[config.mk]
export PLATFORM = sky130hd
export DESIGN_NAME = cla_pipe_adder
export DESIGN_NICKNAME = d
export VERILOG_FILES = /design/src/rtl/cla_pipe_adder.sv
export SDC_FILE = /design/constraint.sdc
export NUM_CORES = 1
export LEC_CHECK = 0
export CORE_ASPECT_RATIO = 0.9
export CORE_MARGIN = 10
export CORE_UTILIZATION = 50
export CTS_BUF_LIST = sky130_fd_sc_hd__clkbuf_8
export DETAILED_ROUTE_END_ITERATION = 12
export PLACE_DENSITY = 0.78
export SLEW_MARGIN = 20
export SYNTH_ARGS = -nofsm -noshare
export SYNTH_HDL_FRONTEND = slang
export SYNTH_SLANG_ARGS = --single-unit
[constraint.sdc]
create_clock -name clk -period 3.95 [get_ports clk]
set_clock_uncertainty 0.05 [all_clocks]
set_input_delay 1.185 -clock clk [delete_from_list [all_inputs] [get_ports clk]]
set_output_delay 1.185 -clock clk [all_outputs]
set_load 0.005 [all_outputs]
[src/rtl/cla_pipe_adder.sv]
// cla_pipe_adder: pipelined carry-lookahead adder/subtractor.
// The group carry chain is spread over STAGES valid/ready stages.
module cla_pipe_adder #(
   parameter int WIDTH  = 32,
   parameter int GROUP  = 4,
   parameter int STAGES = 2
) (
   input  logic             clk,
   input  logic             rst_n,
   input  logic             in_valid,
   output logic             in_ready,
   input  logic [WIDTH-1:0] a,
   input  logic [WIDTH-1:0] b,
   input  logic             carry_in,
   input  logic             sub,
   output logic             out_valid,
   input  logic             out_ready,
   output logic [WIDTH-1:0] sum,
   output logic             carry_out,
   output logic             overflow,
   output logic             zero
);

   localparam int NG = WIDTH / GROUP;
   localparam int NR = (STAGES > 1) ? STAGES - 1 : 1;
   localparam int L  = STAGES - 1;

   logic [STAGES-1:0] v_q;
   logic [STAGES-1:0] vin;
   logic [STAGES-1:0] rdy;

   logic [WIDTH-1:0]  p_q [NR];
   logic [WIDTH-1:0]  g_q [NR];
   logic [NG:0]       c_q [NR];

   logic [WIDTH-1:0]  pw [STAGES];
   logic [WIDTH-1:0]  gw [STAGES];
   logic [NG:0]       cw [STAGES];
   logic [NG:0]       cn [STAGES];

   logic [WIDTH-1:0]  bp;
   logic [WIDTH-1:0]  sum_d;
   logic              cout_d;
   logic              ovf_d;
   logic              cmsb;

   logic [WIDTH-1:0]  sum_q;
   logic              cout_q;
   logic              ovf_q;
   logic              zero_q;

   function automatic int grp_lo(input int k);
      return (k * NG) / STAGES;
   endfunction

   function automatic int grp_hi(input int k);
      return ((k + 1) * NG) / STAGES;
   endfunction

   // stage ready chain: a stage may load when empty or when it drains
   always_comb begin
      rdy = '0;
      vin = '0;
      rdy[L] = ~v_q[L] | out_ready;
      for (int k = STAGES - 2; k >= 0; k--)
         rdy[k] = ~v_q[k] | rdy[k+1];
      vin[0] = in_valid;
      for (int k = 1; k < STAGES; k++)
         vin[k] = v_q[k-1];
   end

   // carry chain: stage k resolves its slice of group carries
   always_comb begin
      logic gp;
      logic gg;
      logic cb;
      int   i;
      gp     = 1'b0;
      gg     = 1'b0;
      cb     = 1'b0;
      i      = 0;
      sum_d  = '0;
      cmsb   = 1'b0;
      cout_d = 1'b0;
      ovf_d  = 1'b0;
      bp     = sub ? ~b : b;
      for (int k = 0; k < STAGES; k++) begin
         pw[k] = '0;
         gw[k] = '0;
         cw[k] = '0;
         cn[k] = '0;
      end
      pw[0]    = a ^ bp;
      gw[0]    = a & bp;
      cw[0][0] = sub | carry_in;
      for (int k = 1; k < STAGES; k++) begin
         pw[k] = p_q[k-1];
         gw[k] = g_q[k-1];
         cw[k] = c_q[k-1];
      end
      for (int k = 0; k < STAGES; k++) begin
         cn[k] = cw[k];
         for (int g = 0; g < NG; g++) begin
            if (g >= grp_lo(k) && g < grp_hi(k)) begin
               gp = 1'b1;
               gg = 1'b0;
               for (int j = 0; j < GROUP; j++) begin
                  i  = g * GROUP + j;
                  gg = gw[k][i] | (pw[k][i] & gg);
                  gp = gp & pw[k][i];
               end
               cn[k][g+1] = gg | (gp & cn[k][g]);
            end
         end
      end
      for (int g = 0; g < NG; g++) begin
         cb = cn[L][g];
         for (int j = 0; j < GROUP; j++) begin
            i        = g * GROUP + j;
            sum_d[i] = pw[L][i] ^ cb;
            cmsb     = cb;
            cb       = gw[L][i] | (pw[L][i] & cb);
         end
      end
      cout_d = cn[L][NG];
      ovf_d  = cmsb ^ cout_d;
   end

   // stage registers; reset drops every in-flight beat
   always_ff @(posedge clk or negedge rst_n) begin
      if (!rst_n) begin
         v_q <= '0;
         for (int r = 0; r < NR; r++) begin
            p_q[r] <= '0;
            g_q[r] <= '0;
            c_q[r] <= '0;
         end
         sum_q  <= '0;
         cout_q <= 1'b0;
         ovf_q  <= 1'b0;
         zero_q <= 1'b0;
      end else begin
         for (int k = 0; k < STAGES; k++)
            if (rdy[k])
               v_q[k] <= vin[k];
         for (int k = 0; k < STAGES - 1; k++) begin
            if (rdy[k] && vin[k]) begin
               p_q[k] <= pw[k];
               g_q[k] <= gw[k];
               c_q[k] <= cn[k];
            end
         end
         if (rdy[L] && vin[L]) begin
            sum_q  <= sum_d;
            cout_q <= cout_d;
            ovf_q  <= ovf_d;
            zero_q <= (sum_d == '0);
         end
      end
   end

   assign in_ready  = rdy[0];
   assign out_valid = v_q[L];
   assign sum       = sum_q;
   assign carry_out = cout_q;
   assign overflow  = ovf_q;
   assign zero      = zero_q;

endmodule

* Word level (Yosys, flattened, before mapping)
Index checks and enable logic that the tools add are counted.
Cells by class: muxes and demuxes 1, bitwise logic cells 177, reductions and logical operators 3
Operator list (number):
- $and A1 B1 Y1 | 80
- $or A1 B1 Y1 | 59
- $xor A1 B1 Y1 | 33
- $and A32 B32 Y32 | 1
- $logic_not A32 Y1 | 1
- $mux W32 | 1
- $not A32 Y32 | 1
- $xor A32 B32 Y32 | 1
- $logic_and A1 B1 Y1 | 2
- $not A1 Y1 | 2
Word-level totals: register bits after elaboration 106, input bits 70

* Longest topological paths before layout
Gate-level depths: netlist (run 1).
word-level depth 19, depth in mapped cells 15

* Least setup slack after synthesis (run 1)
Ideal clock, no wire load.
path kind register -> register, start reg c_q[4] (netlist bit), end reg zero_q, in the netlist zero, arrival 3142 ps, path slack 682 ps, stages on the path, launching flop included 15, buffers on the path 0, clock period less this slack 3268 ps, cells stage by stage dfrtp_1 -> a211oi_1 -> o21ai_0 -> nand3_1 -> and3_1 -> inv_1 -> ha_1 -> or2_2 -> ha_1 -> or2_2 -> ha_1 -> nor4_1 -> nand4_1 -> or4_1 -> o21ai_1
RTL lines:
- start, declared | line 34 | logic [NG:0] c_q [NR];
- start signal, assigned by index | line 150 | c_q[k] <= cn[k];
- $and A1 B1 Y1 | line 112 | cn[k][g+1] = gg | (gp & cn[k][g]);
- $or A1 B1 Y1 | line 112
- $and A1 B1 Y1 | line 112
- $or A1 B1 Y1 | line 112
- $and A1 B1 Y1 | line 112
- $or A1 B1 Y1 | line 112
- $and A1 B1 Y1 | line 122 | cb = gw[L][i] | (pw[L][i] & cb);
- $or A1 B1 Y1 | line 122
- $and A1 B1 Y1 | line 122
- $or A1 B1 Y1 | line 122
- $xor A1 B1 Y1 | line 120 | sum_d[i] = pw[L][i] ^ cb;
- named net sum_d[30] | line 42 | logic [WIDTH-1:0] sum_d;
- $logic_not A32 Y1 | line 157 | zero_q <= (sum_d == '0);
- end signal, assigned | line 157
- end, declared | line 50 | logic zero_q;
The timed path passes the listed nets, and every way through them passes these cells. A chain may end at the register's enable or synchronous reset.

* Final worst setup path (run 1)
Ends and elaborated chain as after synthesis.

==> impl_results.md, run 1 <==
* Outcome: finished, final reports clean
* Yosys top cell by area: dfrtp_1
* Minimum clock period at ~3600 ps
* Initial detailed-routing violation count at 252
* Share of cells above drive strength 1 at 23.7%
* Sink Count at between 100 and 150
* Unique masters post-synth at 36
* Period utilisation layout at a little over 90%
* Worst path most repeated cell: ha_1
* TritonCTS clock tree: built
* Synth warnings at 0
* Vias at 3654
* Synth area leaders: dfrtp_1 (47%), mux2_2 (18%), ha_1 (13%)
* Wire per inst at about 18 um
* Fill cells at 810
* Worst-path clk slew at roughly 90 ps
* Hpwl dp at 9600 um
* Cts bufs inserted at 9
* Power per cell area at about 530 nW/um^2
* Share of the synthesized area in the top cell type at a little under half
* Post-Route Utilization at 65.5%
* First-pass GRT wire length at between 20000 and 25000 um
* H-tree Lvls at 3
* Final hold viol count at 0
* Power share of the clock group at 18.4%
* Critical path arrival at between 3000 and 4000 ps
* IO Pins at 107
* Gr usage total at between 10% and 20%
* Clk Latency, worst-skew pair at ~360 ps
* Crit. End Element: flop
* DR pass1 iterations at 4
* Diodes inserted at 0
* Max Clock Freq at 277 MHz
* DIE AREA at 15300 um^2
* # rows at 35
* CORE AREA at ~10000 um^2
* Critical path peak fanout at 3
* Crit path largest cell delay at between 500 and 600 ps
* Max Used Layer: met4
* Final nets at 669
* Post-synthesis instance area at 5380 um^2
* DRT met1 WL at about 5400 um
* Vias in the first global route at around 4000
* Routed met3 length at between 800 and 900 um
* Number of synthesized flops with an enable pin at 0
* Slew headroom at 48.2%
* Syn_area_per_cell at between 10 and 15 um^2
* Most common cell after layout, fill and taps aside: clkdlybuf4s50_1
* Tot Pwr at approximately 3600 uW
* TNS Setup at 0 ps
* CP cell instances: a211oi_2 > o21ai_0 > nand3_1 > and3_1 > inv_1 > ha_1 > or2_2 > ha_1 > or2_2 > ha_1 > nor4_1 > nand4_1 > or4_1 > o21ai_1
* Detailed Route WL at 12300 um
* RSZ-0062 raised after global routing: no
* Kind of critical path: flop to flop
* CTS Buffer Depth at 2
* Max-slew violation count at 0
* Vias per cell at 5.40
* GP Congestion at 0.862
* Int Pwr at 2490 uW
* Initial antenna violation count at 0
* Mapped Nets at 560
* PortBufs at 106
* Dominant synthesized flop cell: dfrtp_1
* Critical Path Start Type: flop
* Most frequent cells in the layout: clkdlybuf4s50_1 (104), dfrtp_1 (102), mux2_2 (86)
* Drt drc at 0
* Leakage dissipation at 0.00308 uW
* Least-Margin Pin Slew at 777 ps
* Post-Syn Instances at 434
* Starting Density at 51.9%
* CP Data Required Time at 4200 ps
* Gate power share at 37.8%
* CTS Root Cell: clkbuf_8
* Asr flop ratio synth at 100%
* Synth-to-layout area growth at 26.3%
* IR drop worst, VDD at ~0.00027 V
* Switching share of total power at 30.5%
* Switching pwr at 1090 uW
* Total gr overflow at 0
* Seq/Total Area, Yosys at 47.4%
* Endpoints failing setup at 0
* Max-cap violation count at 0
* Largest net degree at the start of global routing at 89
* Setup Buffers After CTS at 0
* Die Height at 118 um
* Detail Route Antenna Nets at 0
* Slowest CP cell: or4_1
* Synth Register Bits at 102
* HP Class: flop to flop
* Sequential group share of total power at 43.8%
* Met2 Wirelength at 5910 um
* Chip Width at around 130 um
-- what timing repair did --
| action | 4_1_cts | 5_1_grt |
|---|---|---|
| endpoints found under the hold margin | 0 | 0 |
| hold buffers | 0 | 0 |
| gates resized for setup | 0 | 1 |
| endpoints found under the setup margin | 0 | 1 |
-- cell type report --
class	count	area (um^2)	area share (%)
Timing Repair Buffer	113	1120	16.5
Inverter	2	7.51	0.110
Tap cell	129	161	2.37
Clock buffer	11	151	2.23
Multi-Input combinational cell	315	2750	40.5
Sequential cell	102	2550	37.5
Clock inverter	5	50.0	0.736
-- stage by stage --
| stage | setup slack (ps) | std cells | cell area, um^2 | hold slack [ps] |
|---|---|---|---|---|
| floorplan | 682 | 434 | 5380 | 403 |
| global placement | 360 | 661 | 6590 | 414 |
| detailed placement | 278 | 661 | 6590 | 433 |
| CTS | 246 | 677 | 6790 | 454 |
| global route | 55.0 | 677 | 6800 | 479 |
| finish | 341 | 677 | 6800 | 446 |
-- layer usage --
metal	vias to the layer above	global-route usage [%]
li1	1767	-
met3	12	5.41
met4	0	3.84
met1	1787	20.8
met5	-	0
met2	88	27.5
-- synth_stat cells (2+ instances only) --
master / n
mux2_2: 86
nand4_1: 7
nand2b_1: 3
dfrtp_1: 102
nand2_1: 23
o21ai_0: 18
ha_1: 56
inv_1: 2
nor2_1: 18
a211oi_1: 4
a21o_1: 6
nor4_1: 6
buf_2: 12
xor2_1: 39
buf_4: 2
or2_2: 17
a21oi_1: 13
o21bai_1: 2
-- cells by family after synthesis --
logic type	share of synthesized area (%)
AO/OA/AOI/OAI	5.55
XOR/XNOR	6.51
adder cells (fa/ha/maj)	13.0
buffers and inverters	1.60
flip-flops	47.4
multiplexers	18.2
AND/OR/NAND/NOR	7.74
-- power by group through the flow --
stage / combinational [uW] / sequential (uW) / clock (uW)
4_1_cts: 1370 / 1570 / 676
3_5_place_dp: 1360 / 1590 / 0
6_report: 1350 / 1570 / 661
2_1_floorplan: 680 / 1540 / 0
5_1_grt: 1500 / 1610 / 716
3_3_place_gp: 1340 / 1560 / 0
-- registers in the layout, summed over array words and instances, names as in the netlist --
signal     cells
overflow       1
g_q           28
zero           1
p_q           32
c_q            5
carry_out      1
v_q            2
sum           32
-- path summary, 6_finish.rpt --
kind	start	end	slack, ps	depth (start not counted)
max in group asynchronous	rst_n	p_q[5]$_DFFE_PN0P_	2340	2
min	sum[15]$_DFFE_PN0P_	sum[15]$_DFFE_PN0P_	450	2
max	c_q[4]$_DFFE_PN0P_	zero$_DFFE_PN0P_	340	14
min reg2reg	sum[15]$_DFFE_PN0P_	sum[15]$_DFFE_PN0P_	450	2
max reg2reg	c_q[4]$_DFFE_PN0P_	zero$_DFFE_PN0P_	340	14
min in group asynchronous	rst_n	g_q[23]$_DFFE_PN0P_	830	1
-- worst max-delay path: cells and delay by family (launching register included) --
| family | cells | cell delay, ps |
|---|---|---|
| flops | 1 | 420 |
| compound gates | 3 | 580 |
| buf+inv | 1 | 50 |
| fa+ha+maj | 3 | 640 |
| simple gates | 7 | 1810 |
Power figures use the tool's default switching activity.
==> inputs of run 2 (changes only) <==
--- a/config.mk
+++ b/config.mk
@@ -5,6 +5,7 @@
 export SDC_FILE = /design/constraint.sdc
 export NUM_CORES = 1
 export LEC_CHECK = 0
+export CAP_MARGIN = 25
 export CORE_ASPECT_RATIO = 0.9
 export CORE_MARGIN = 10
 export CORE_UTILIZATION = 50
==> impl_results.md, run 2 (synthesized netlist as in run 1, its figures left out) <==
* Starting Density at 51.9% (unchanged)
* Outcome: finished, final reports clean
* Gr usage total at 16.3% (-0.42 points)
* HP Class: flop to flop
* DR pass1 iterations at 4 (unchanged)
* Vias in the first global route at 4085 (+1.0%)
* Critical register-to-register path endpoint: zero$_DFFE_PN0P_
* Cts bufs inserted at 9 (unchanged)
* Vias per cell at 5.43 (+0.54%)
* GR Util met3 at 5.09% (-0.31 points)
* Critical path peak fanout at 3 (unchanged)
* Worst-path clk slew at 90 ps (about the same)
* Largest net degree at the start of global routing at 70 (-21%)
* Least-Margin Pin Slew at 560 ps (-218 ps)
* Diodes inserted at 0 (unchanged)
* Critical path arrival at 3880 ps (+30 ps)
* Detailed Route WL at 12300 um (-0.25%)
* Critical Path Start Type: flop
* Seq. cell area at 2550 um^2 (unchanged)
* Endpoints failing setup at 0 (unchanged)
* FF-to-FF path depth at 14 (unchanged)
* Drt drc at 0 (unchanged)
* Kind of critical path: flop to flop
* H-tree Lvls at 3 (unchanged)
* First-pass GRT wire length at 20200 um (-1.8%)
* PortBufs at 106 (unchanged)
* Final hold viol count at 0 (unchanged)
* Leakage dissipation at 0.00309 uW (+0.34%)
* Post-route setup slack at 301 ps (-40.2 ps)
* TritonCTS clock tree: built
* CTS Root Cell: clkbuf_8
* Total gr overflow at 0 (unchanged)
* DIE AREA at 15300 um^2 (unchanged)
* Max Clock Freq at 274 MHz (-1.1%)
* IR drop worst, VDD at 0.000285 V (+3.8%)
* Share of cells above drive strength 1 at 23.7% (-0.043 points)
* Max-cap violation count at 0 (unchanged)
* # rows at 35 (unchanged)
* Post-CTS Hold Fix Bufs at 0 (unchanged)
* Clk Latency, worst-skew pair at 360 ps (about the same)
* IO Pins at 107 (unchanged)
* Flop2flop setup slack at 300 ps (-40 ps)
* Die Height at 118 um (unchanged)
* GR peak layer: met2
* Sink Count at 102 (unchanged)
* TNS Setup at 0 ps (unchanged)
* CORE AREA at 10400 um^2 (unchanged)
* CP Data Required Time at 4180 ps (-20 ps)
* Most common cell after layout, fill and taps aside: clkdlybuf4s50_1
* Minimum clock period at 3650 ps (+40.2 ps)
* Worst setup endpoint: zero$_DFFE_PN0P_
* CP Launch Point: c_q[4]$_DFFE_PN0P_
* Most frequent cells in the layout: clkdlybuf4s50_1 (104), dfrtp_1 (102), mux2_2 (86)
* Area occupied by multi-input gates at 2750 um^2 (-0.18%)
* Max-slew violation count at 0 (unchanged)
* Met2 usage at 27.6% (+0.096 points)
* Final nets at 670 (+0.15%)
* Power per cell area at 524 nW/um^2 (-0.46%)
* Slew headroom at 62.7% (+15 points)
* RSZ-0062 raised after global routing: no
* Period utilisation layout at 92.4% (+1.0 points)
* Initial antenna violation count at 0 (unchanged)
* Vias at 3679 (+0.68%)
* Tot Pwr at 3570 uW (-0.19%)
* Resized Gates After CTS at 0 (unchanged)
* Setup Buffers After CTS at 0 (unchanged)
* Detail Route Antenna Nets at 0 (unchanged)
* R2R Path Start: c_q[4]$_DFFE_PN0P_
* Pre-CTS WS at 272 ps (-6.38 ps)
* Dpl cell area at 6620 um^2 (+0.42%)
* Routing usage on met1 at 19.9% (-0.95 points)
* GP Congestion at 0.862 (unchanged)
* Fill cells at 827 (+2.1%)
* Crit. End Element: flop
* CTS Buffer Depth at 2 (unchanged)
* Post-route cell area at 6820 um^2 (+0.28%)
* Synth-to-layout area growth at 26.6%
* Hpwl dp at 9730 um (+1.4%)
* Initial detailed-routing violation count at 197 (-22%)
* Wire per inst at 18.1 um (-0.40%)
* Chip Width at 129 um (unchanged)
## run 2: changes by cell type in the layout (fill, tap and decap cells not counted), sizes merged
cell  before  now
buf        9   10
## run 2: worst min-delay path by stage
stage	start	to	slack, ps	cells after the start
global placement	sum[7]$_DFFE_PN0P_	sum[7]$_DFFE_PN0P_	410	2
CTS	sum[27]$_DFFE_PN0P_	sum[27]$_DFFE_PN0P_	450	2
global route	g_q[10]$_DFFE_PN0P_	g_q[10]$_DFFE_PN0P_	480	1
finish	c_q[0]$_DFFE_PN0P_	c_q[0]$_DFFE_PN0P_	450	2
floorplan	c_q[0]$_DFFE_PN0P_	c_q[0]$_DFFE_PN0P_	400	2
detailed placement	sum[27]$_DFFE_PN0P_	sum[27]$_DFFE_PN0P_	430	2
## run 2: area by class of cell
type	count	area share (%)
Inverter	2	0.110
Clock buffer	11	2.22
Timing Repair Buffer	114	16.8
Multi-Input combinational cell	315	40.3
Clock inverter	5	0.734
Sequential cell	102	37.4
Tap cell	129	2.37
## run 2: metal layers
layer | share of wire [%] | up-vias | wire, um
met3 | 6.5 | 9 | 799
li1 | - | 1772 | -
met2 | 49 | 90 | 5970
met1 | 44 | 1808 | 5430
met5 | 0 | - | 0
met4 | 0.72 | 0 | 89
## run 2: worst max-delay path: stages (launching register included)
cell and delay [ps]:
dfrtp_1 410, a211oi_1 310, o21ai_1 170, nand3_1 170
and3_1 200, inv_1 50, ha_1 170, or2_2 270
ha_1 180, or2_2 290, ha_1 290, nor4_1 230
nand4_1 120, or4_1 540, o21ai_1 130
## run 2: metrics by stage
step | std cells | utilization [%] | hold WS (ps)
after floorplan | 434 | - | 403
after CTS | 678 | 65.7 | 448
after global routing | 678 | 65.7 | 480
after global placement | 661 | 63.5 | 414
after detailed placement | 662 | 63.7 | 430
final | 678 | 65.7 | 450
## run 2: power breakdown
group	internal (uW)	total (uW)	switching [uW]
sequential	1350	1570	213
combinational	816	1360	541
clock	322	653	330
